<file path="src/rtl/gray_codec_stream.sv">
// gray_codec_stream: streaming binary<->Gray converter with valid/ready on both
// sides and a 2-entry output FIFO. Conversion happens at accept time and the
// converted word is what gets buffered.
// Optional feature: define GRAY_CODEC_STAT_EN to enable the 16-bit xfer_cnt
// output-transfer counter; otherwise xfer_cnt is tied to zero.

module gray_codec_stream #(
  parameter int unsigned DATA_LEN = 8
) (
  input  logic                clk,
  input  logic                rst_n,
  input  logic                in_valid,
  output logic                in_ready,
  input  logic [DATA_LEN-1:0] in_data,
  input  logic                in_mode,
  output logic                out_valid,
  input  logic                out_ready,
  output logic [DATA_LEN-1:0] out_data,
  output logic                out_mode,
  output logic [15:0]         xfer_cnt
);

  localparam int unsigned DEPTH   = 2;
  localparam int unsigned CNT_W   = 2;
  localparam int unsigned STAT_W  = 16;

  // Buffer state
  logic [DATA_LEN-1:0] mem_data [DEPTH];
  logic                mem_mode [DEPTH];
  logic                rd_ptr;
  logic                wr_ptr;
  logic [CNT_W-1:0]    count;

  // Next-state values
  logic [DATA_LEN-1:0] mem_data_nxt [DEPTH];
  logic                mem_mode_nxt [DEPTH];
  logic                rd_ptr_nxt;
  logic                wr_ptr_nxt;
  logic [CNT_W-1:0]    count_nxt;

  logic                push;
  logic                pop;
  logic [DATA_LEN-1:0] conv_data;

  // Handshakes use only registered in_ready/out_valid, so there is no
  // combinational path from out_ready to in_ready and no same-cycle bypass.
  always_comb begin
    push = in_valid & in_ready;
    pop  = out_valid & out_ready;
  end

  // Convert the incoming word in the direction selected by in_mode
  always_comb begin
    conv_data = '0;
    if (!in_mode) begin
      conv_data = in_data ^ (in_data >> 1);
    end else begin
      conv_data[DATA_LEN-1] = in_data[DATA_LEN-1];
      for (int i = int'(DATA_LEN) - 2; i >= 0; i--) begin
        conv_data[i] = conv_data[i+1] ^ in_data[i];
      end
    end
  end

  // FIFO next state: storage, pointers and occupancy
  always_comb begin
    for (int i = 0; i < int'(DEPTH); i++) begin
      mem_data_nxt[i] = mem_data[i];
      mem_mode_nxt[i] = mem_mode[i];
    end
    rd_ptr_nxt = rd_ptr;
    wr_ptr_nxt = wr_ptr;
    count_nxt  = count;

    if (push) begin
      mem_data_nxt[wr_ptr] = conv_data;
      mem_mode_nxt[wr_ptr] = in_mode;
      wr_ptr_nxt           = ~wr_ptr;
    end
    if (pop) begin
      rd_ptr_nxt = ~rd_ptr;
    end

    case ({push, pop})
      2'b10:   count_nxt = count + CNT_W'(1);
      2'b01:   count_nxt = count - CNT_W'(1);
      default: count_nxt = count;
    endcase
  end

  // State and registered outputs, derived from the next state so they line
  // up with the buffer contents in the cycle after each edge.
  always_ff @(posedge clk) begin
    if (!rst_n) begin
      for (int i = 0; i < int'(DEPTH); i++) begin
        mem_data[i] <= '0;
        mem_mode[i] <= 1'b0;
      end
      rd_ptr    <= 1'b0;
      wr_ptr    <= 1'b0;
      count     <= '0;
      in_ready  <= 1'b1;
      out_valid <= 1'b0;
      out_data  <= '0;
      out_mode  <= 1'b0;
    end else begin
      for (int i = 0; i < int'(DEPTH); i++) begin
        mem_data[i] <= mem_data_nxt[i];
        mem_mode[i] <= mem_mode_nxt[i];
      end
      rd_ptr    <= rd_ptr_nxt;
      wr_ptr    <= wr_ptr_nxt;
      count     <= count_nxt;
      in_ready  <= (count_nxt != CNT_W'(DEPTH));
      out_valid <= (count_nxt != '0);
      out_data  <= mem_data_nxt[rd_ptr_nxt];
      out_mode  <= mem_mode_nxt[rd_ptr_nxt];
    end
  end

`ifdef GRAY_CODEC_STAT_EN
  logic [STAT_W-1:0] stat_cnt;

  // Count completed output transfers; wraps naturally at 16 bits
  always_ff @(posedge clk) begin
    if (!rst_n) begin
      stat_cnt <= '0;
    end else if (pop) begin
      stat_cnt <= stat_cnt + STAT_W'(1);
    end
  end

  assign xfer_cnt = stat_cnt;
`else
  assign xfer_cnt = STAT_W'(0);
`endif

endmodule

</file>
<file path="config.mk">
export PLATFORM = sky130hd
export DESIGN_NAME = gray_codec_stream
export DESIGN_NICKNAME = d
export VERILOG_FILES = /design/src/rtl/gray_codec_stream.sv
export SDC_FILE = /design/constraint.sdc
export NUM_CORES = 1
export LEC_CHECK = 0
export CAP_MARGIN = 20
export CORE_AREA = 3 3 74 76
export CTS_BUF_LIST = sky130_fd_sc_hd__clkbuf_8
export DETAILED_ROUTE_END_ITERATION = 10
export DIE_AREA = 0 0 77 79
export PLACE_DENSITY = 0.56
export SLEW_MARGIN = 25
export SYNTH_ARGS = -nofsm -noshare
export SYNTH_HDL_FRONTEND = slang
export SYNTH_SLANG_ARGS = --single-unit
</file>
<file path="constraint.sdc">
create_clock -name clk -period 2 [get_ports clk]
set_clock_uncertainty 0.05 [all_clocks]
set_input_delay 0.4 -clock clk [delete_from_list [all_inputs] [get_ports clk]]
set_output_delay 0.4 -clock clk [all_outputs]
set_load 0.02 [all_outputs]
</file>
# After elaboration in Yosys (flattened, before gate mapping)
# Memories as Yosys holds them, arrays and structs flattened.
# Cells that the tools add are included.
totals:
  regBits: 15
  ram_bits: 18
  in_bits: 13
  output_inout_bits: 27
  wordCells: 60
  memories: 2
op_classes:
  addsub: 2
  magnitude_cmp: 3
  n_eq_ne: 3
  mux: 23
  bitwise: 18
  reduce_logical: 2
memory_table:
  columns: ["memory", "words", "word_bits", "read_ports", "rd_ports_with_merged_regs", "wr", "line_no", "rtl"]
  rows:
  - ["mem_data", 2, 8, 2, 0, 2, "28", "logic [DATA_LEN-1:0] mem_data [DEPTH];"]
  - ["mem_mode", 2, 1, 2, 0, 2, "29", "logic mem_mode [DEPTH];"]
op_table:
  columns: ["op", "n"]
  rows:
  - ["2-to-1 mux 8 bit", 7]
  - ["bitwise mux 16 bit", 1]
  - ["2-to-1 mux 16 bit", 1]
  - ["2-to-1 mux 1 bit", 9]
  - ["demux 8 bit (select 1 bit)", 1]
  - ["bitwise XOR 8 x 7 -> 8 bit", 1]
  - ["bitwise XOR 1 bit", 7]
  - [">= comparator 2 bit (second input constant)", 2]
  - ["NOT 1 -> 2 bit", 2]
  - ["bitwise OR 1 bit", 4]
  - ["case mux 2 bit (2 select lines)", 1]
  - ["adder 2 x 1 -> 2 bit (second input constant)", 1]
  - ["bitwise AND 1 bit", 2]
  - ["bitwise mux 2 bit", 1]
  - ["equality test 2 x 1 -> 1 bit (second input constant)", 1]
  - ["equality test 2 bit (second input constant)", 1]
  - ["less-than comparator 2 x 1 -> 1 bit (second input constant)", 1]
  - ["2-to-1 mux 2 bit", 1]
  - ["!= test 2 bit (second input constant)", 1]
  - ["NOT 1 bit", 2]
  - ["nonzero test 2 bit", 1]
  - ["subtractor 2 x 1 -> 2 bit (second input constant)", 1]
  - ["demux 1 bit (select 1 bit)", 1]
  - ["logical AND 1 bit", 1]

# Depth between registers and ports, before layout
logic_depth:
  depth_word: 13
  mapped_depth: 7
  depth_no_buf: 7

# Worst setup path after synthesis
# Ideal clock, no wire load.
synth_timing:
  path_kind: "reg2reg"
  startpoint: "register in_ready"
  endpoint: "register out_valid"
  setup_time_ns: 0.056
  t_arrival_ns: 1.647
  t_required_ns: 1.894
  slack_ns: 0.247
  stages_incl_launch_ff: 6
  n_path_buf: 0
  path_cell_list: "dfxtp_1 -> nand2_1 -> ha_1 -> or3_1 -> a21boi_0 -> or2_2"
synth_between:
  elab_chain_len: 4
  elab_cells_between_ends: 5
  classes_between: "2 x eq/ne; 1 x mux; 1 x bitwise; 1 x reduce/logical"
synth_lines:
  columns: ["item", "line_no", "rtl"]
  rows:
  - ["start: declaration", "13", "output logic in_ready,"]
  - ["start signal: assignment", "114", "in_ready <= (count_nxt != CNT_W'(DEPTH));"]
  - ["bitwise AND 1 bit *", "48", "push = in_valid & in_ready;"]
  - ["equality test 2 x 1 -> 1 bit / equality test 2 bit (equally long branches)", "84", "case ({push, pop})"]
  - ["case mux 2 bit (2 select lines) *", "84", null]
  - ["nonzero test 2 bit *", "115", "out_valid <= (count_nxt != '0);"]
  - ["end signal: assignment", "115", null]
  - ["end: declaration", "16", "output logic out_valid,"]
# Mark *: on every way between the ends. The rest lies on a longest branch, timed or not.
# A chain may end at the register's enable or synchronous reset.

# Worst setup path after layout
layout_timing:
  startpoint: "input in_valid"
  endpoint: "register out_valid"
layout_between:
  elab_chain_len: 4
  elab_cells_between_ends: 5
  classes_between: "2 x eq/ne; 1 x mux; 1 x bitwise; 1 x reduce/logical"
layout_lines:
  columns: ["item", "line_no", "rtl"]
  rows:
  - ["start: declaration", "12", "input logic in_valid,"]
  - ["bitwise AND 1 bit *", "48", null]
  - ["equality test 2 x 1 -> 1 bit / equality test 2 bit (equally long branches)", "84", null]
  - ["case mux 2 bit (2 select lines) *", "84", null]
  - ["nonzero test 2 bit *", "115", null]
# Marked as above.

==> metrics.cfg <==
[status]
status = completed

[detailed_routing]
drt-wirelength-per-cell_um = 11.6
ant_nets = 0
drc = 0
wl_met3_um = 183
dr.pass1.iters = 4
drt_iter0_drc = 61
via_count = 1253
wl_met1_um = 1540
viasPerCell = 4.38
wl_met2_um = 1560
routed_wl_um = 3330
routed.top_layer = met4

[floorplanning]
rows = 25
die_x_um = 77
start_util_pct = 33.4
ios = 40
coreArea_um2 = 4790
die_h_um = 79
dieArea_um2 = 6080

[place]
placed_cells = 276
place_hpwl_um = 2470
place_area_um2 = 2020
gp_congestion = 0.730
io_buffers = 23
post-place-ws_ns = -0.253

[logic_synthesis]
synth_simple_gate_area_share_pct = 17.5
seq_area_frac_synth_pct = 41.3
synthesis.area_um2 = 1600
synth-main-ff-cell = dfxtp_1
synth_edf_count = 0
synth_xor_area_share_pct = 11.7
synthCells = 171
synth_top_family_by_area = simple AND/OR/NAND/NOR gates
yosys_warnings = 0
avgSynthCellArea_um2 = 9.34
muxShareOfSynthArea_pct = 5.87
synth_seq_cells = 33
async_flop_share_pct = 0
synth_adder_area_share_pct = 0.783
yosysUniqueCellTypes = 37
synth_compound_area_share_pct = 12.9

[clock_tree]
hold_buffers = 0
clock_latency_ns = 0.28
root_buffer = clkbuf_8
cts.htree.levels = 2
cts_buffer_depth = 2
cts_made_buffers = 5
clock-sinks = 33
clkTransAtPathRegs_ns = 0.06
cts_tree = done

[setup_path]
critPathMaxStageDelay_ns = 0.48
worstPathArrival_ns = 1.96
critPathLaunchType = input pin
worstPathMaxFanout = 3
end_kind = register
crit_slowest_cell = clkdlybuf4s50_1
crit_type = in -> reg
crit_chain = clkdlybuf4s50_1, nand2_1, ha_1, buf_4, o21ai_0, a21boi_1, or2_2
worstPathRequired_ns = 2.12

[pwr]
p_sw_uw = 763
p_int_uw = 1600
comb_power_share_pct = 40.5
p_leak_uw = 0.000945
p_seq_share_pct = 36.2
ir_drop_mv = 0.510
swShare_pct = 32.3
pwr-share-clk_pct = 23.3
powerDensity_nw_per_um2 = 1080

[sta]
clock.fmax_mhz = 542
fin_crit_sh_pct = 92.3
rsz0062_at_grt = no
fin_crit_ns = 1.85
hold_viol_final = 0
setup_ws_ns = 0.155
drv_slew = 0
setup_viol = 0

[grt]
grt_pass1_wl_um = 5610
antenna_found_initial = 0
grt_max_degree = 30
track_usage_pct = 11.6
grt_pass1_vias = 1197
grt.overflow.total = 0

[layout]
finalInstanceArea_um2 = 2190
insertedDiodeCount = 0
final_cells = 286
nets = 232
drive_above_1_share_pct = 18.3
area_growth_pct = 37.0

[hold_path]
hold_path_class = reg -> reg

[job]
maxCapViolCount = 0

==> power by group through the flow <==
stage	Combinational (uW)	Sequential [uW]	Clock, uW
final	954	855	550
after floorplan	459	953	0
after CTS	930	855	566
after detailed placement	927	869	0
after global routing	1050	870	588
after global placement	923	867	0
==> per-layer routing <==
layer | GRT usage, % | up-vias
met5 | 0 | -
met4 | 3.91 | 0
met3 | 3.40 | 6
met2 | 19.4 | 32
met1 | 14.4 | 572
li1 | - | 643
==> per-stage QoR <==
stage                     utilization (%)  hold slack [ns]  total power [uW]  setup TNS, ns
after floorplan                         -            0.406              1410              0
after global placement               42.1            0.419              1790          -2.86
after detailed placement             42.1            0.430              1800          -3.10
after CTS                            44.2            0.439              2350              0
after global routing                 45.7            0.471              2510              0
final                                45.7            0.432              2360              0
==> worst max-delay path, delay by kind of cell <==
family	cells	cell delay (ns)
compound gates	2	0.27
fa+ha+maj	1	0.31
buf+inv	2	0.62
simple gates	2	0.37
==> what timing repair did <==
| action | CTS | global route |
|---|---|---|
| setup buffers | 0 | 2 |
| resized for setup | 0 | 10 |
| setup endpoints to repair | 0 | 10 |
==> synthesized netlist by cell type (2+ instances only) <==
| library cell | number | area (um2) |
|---|---|---|
| a2bb2oi_1 | 4 | 35.0 |
| dfxtp_1 | 33 | 661 |
| inv_1 | 3 | 11.3 |
| or2_2 | 2 | 12.5 |
| a21boi_0 | 5 | 37.5 |
| o211ai_1 | 2 | 15.0 |
| nand3_1 | 7 | 35.0 |
| and2_1 | 4 | 25.0 |
| mux2i_1 | 8 | 80.1 |
| and3_1 | 2 | 12.5 |
| nor2b_1 | 10 | 62.6 |
| o31a_1 | 2 | 17.5 |
| clkbuf_1 | 6 | 22.5 |
| a21oi_1 | 6 | 30.0 |
| buf_4 | 16 | 120 |
| nand4_1 | 2 | 12.5 |
| xor2_1 | 6 | 52.6 |
| nor2_1 | 5 | 18.8 |
| xnor2_1 | 9 | 78.8 |
| nand2_1 | 17 | 63.8 |
| nand2b_1 | 2 | 12.5 |
| o31ai_1 | 2 | 15.0 |
| o22ai_1 | 3 | 18.8 |
| or3_1 | 2 | 12.5 |
==> flip-flops by register name, indices dropped and copies added, names as in the netlist <==
register,cells
wr_ptr,1
out_data,8
rd_ptr,1
count,2
out_mode,1
in_ready,1
out_valid,1
mem_mode,2
mem_data,16
==> cell families after synthesis <==
family                   Yosys count
AND/OR/NAND/NOR                   55
adder cells (fa/ha/maj)            1
flip-flops                        33
other                              1
AO/OA/AOI/OAI                     29
buffers and inverters             25
multiplexers                       9
XOR/XNOR                          18
==> layout make-up <==
type                    count  area [um2]
fillers                   477        2600
multi-input cells         128         886
flip-flops and latches     33         661
repair buffers             47         445
clock buffers               7        96.3
well taps                  67        83.8
inverters                   3        11.3
clock inverters             1        5.00
==> cell usage in the layout (no fill, tap or decap), types with 6 or more instances in the layout <==
cell / synthesis / final
nand3_1: 7 / 7
clkdlybuf4s50_1: 0 / 19
nand2_1: 17 / 17
nor2b_1: 10 / 10
clkbuf_8: 0 / 7
conb_1: 1 / 16
a21oi_1: 6 / 6
mux2i_1: 8 / 8
xor2_1: 6 / 6
buf_4: 16 / 22
dfxtp_1: 33 / 33
xnor2_1: 9 / 7
==> final timing paths <==
kind / start / to / slack (ns) / cells past startpoint
max: in_valid / out_valid / 0.15 / 7
min: mem_mode[0][0] / mem_mode[0][0] / 0.43 / 2
max reg2reg: in_ready / out_valid / 0.39 / 6
min reg2reg: mem_mode[0][0] / mem_mode[0][0] / 0.43 / 2
Power figures use the tool's default switching activity.
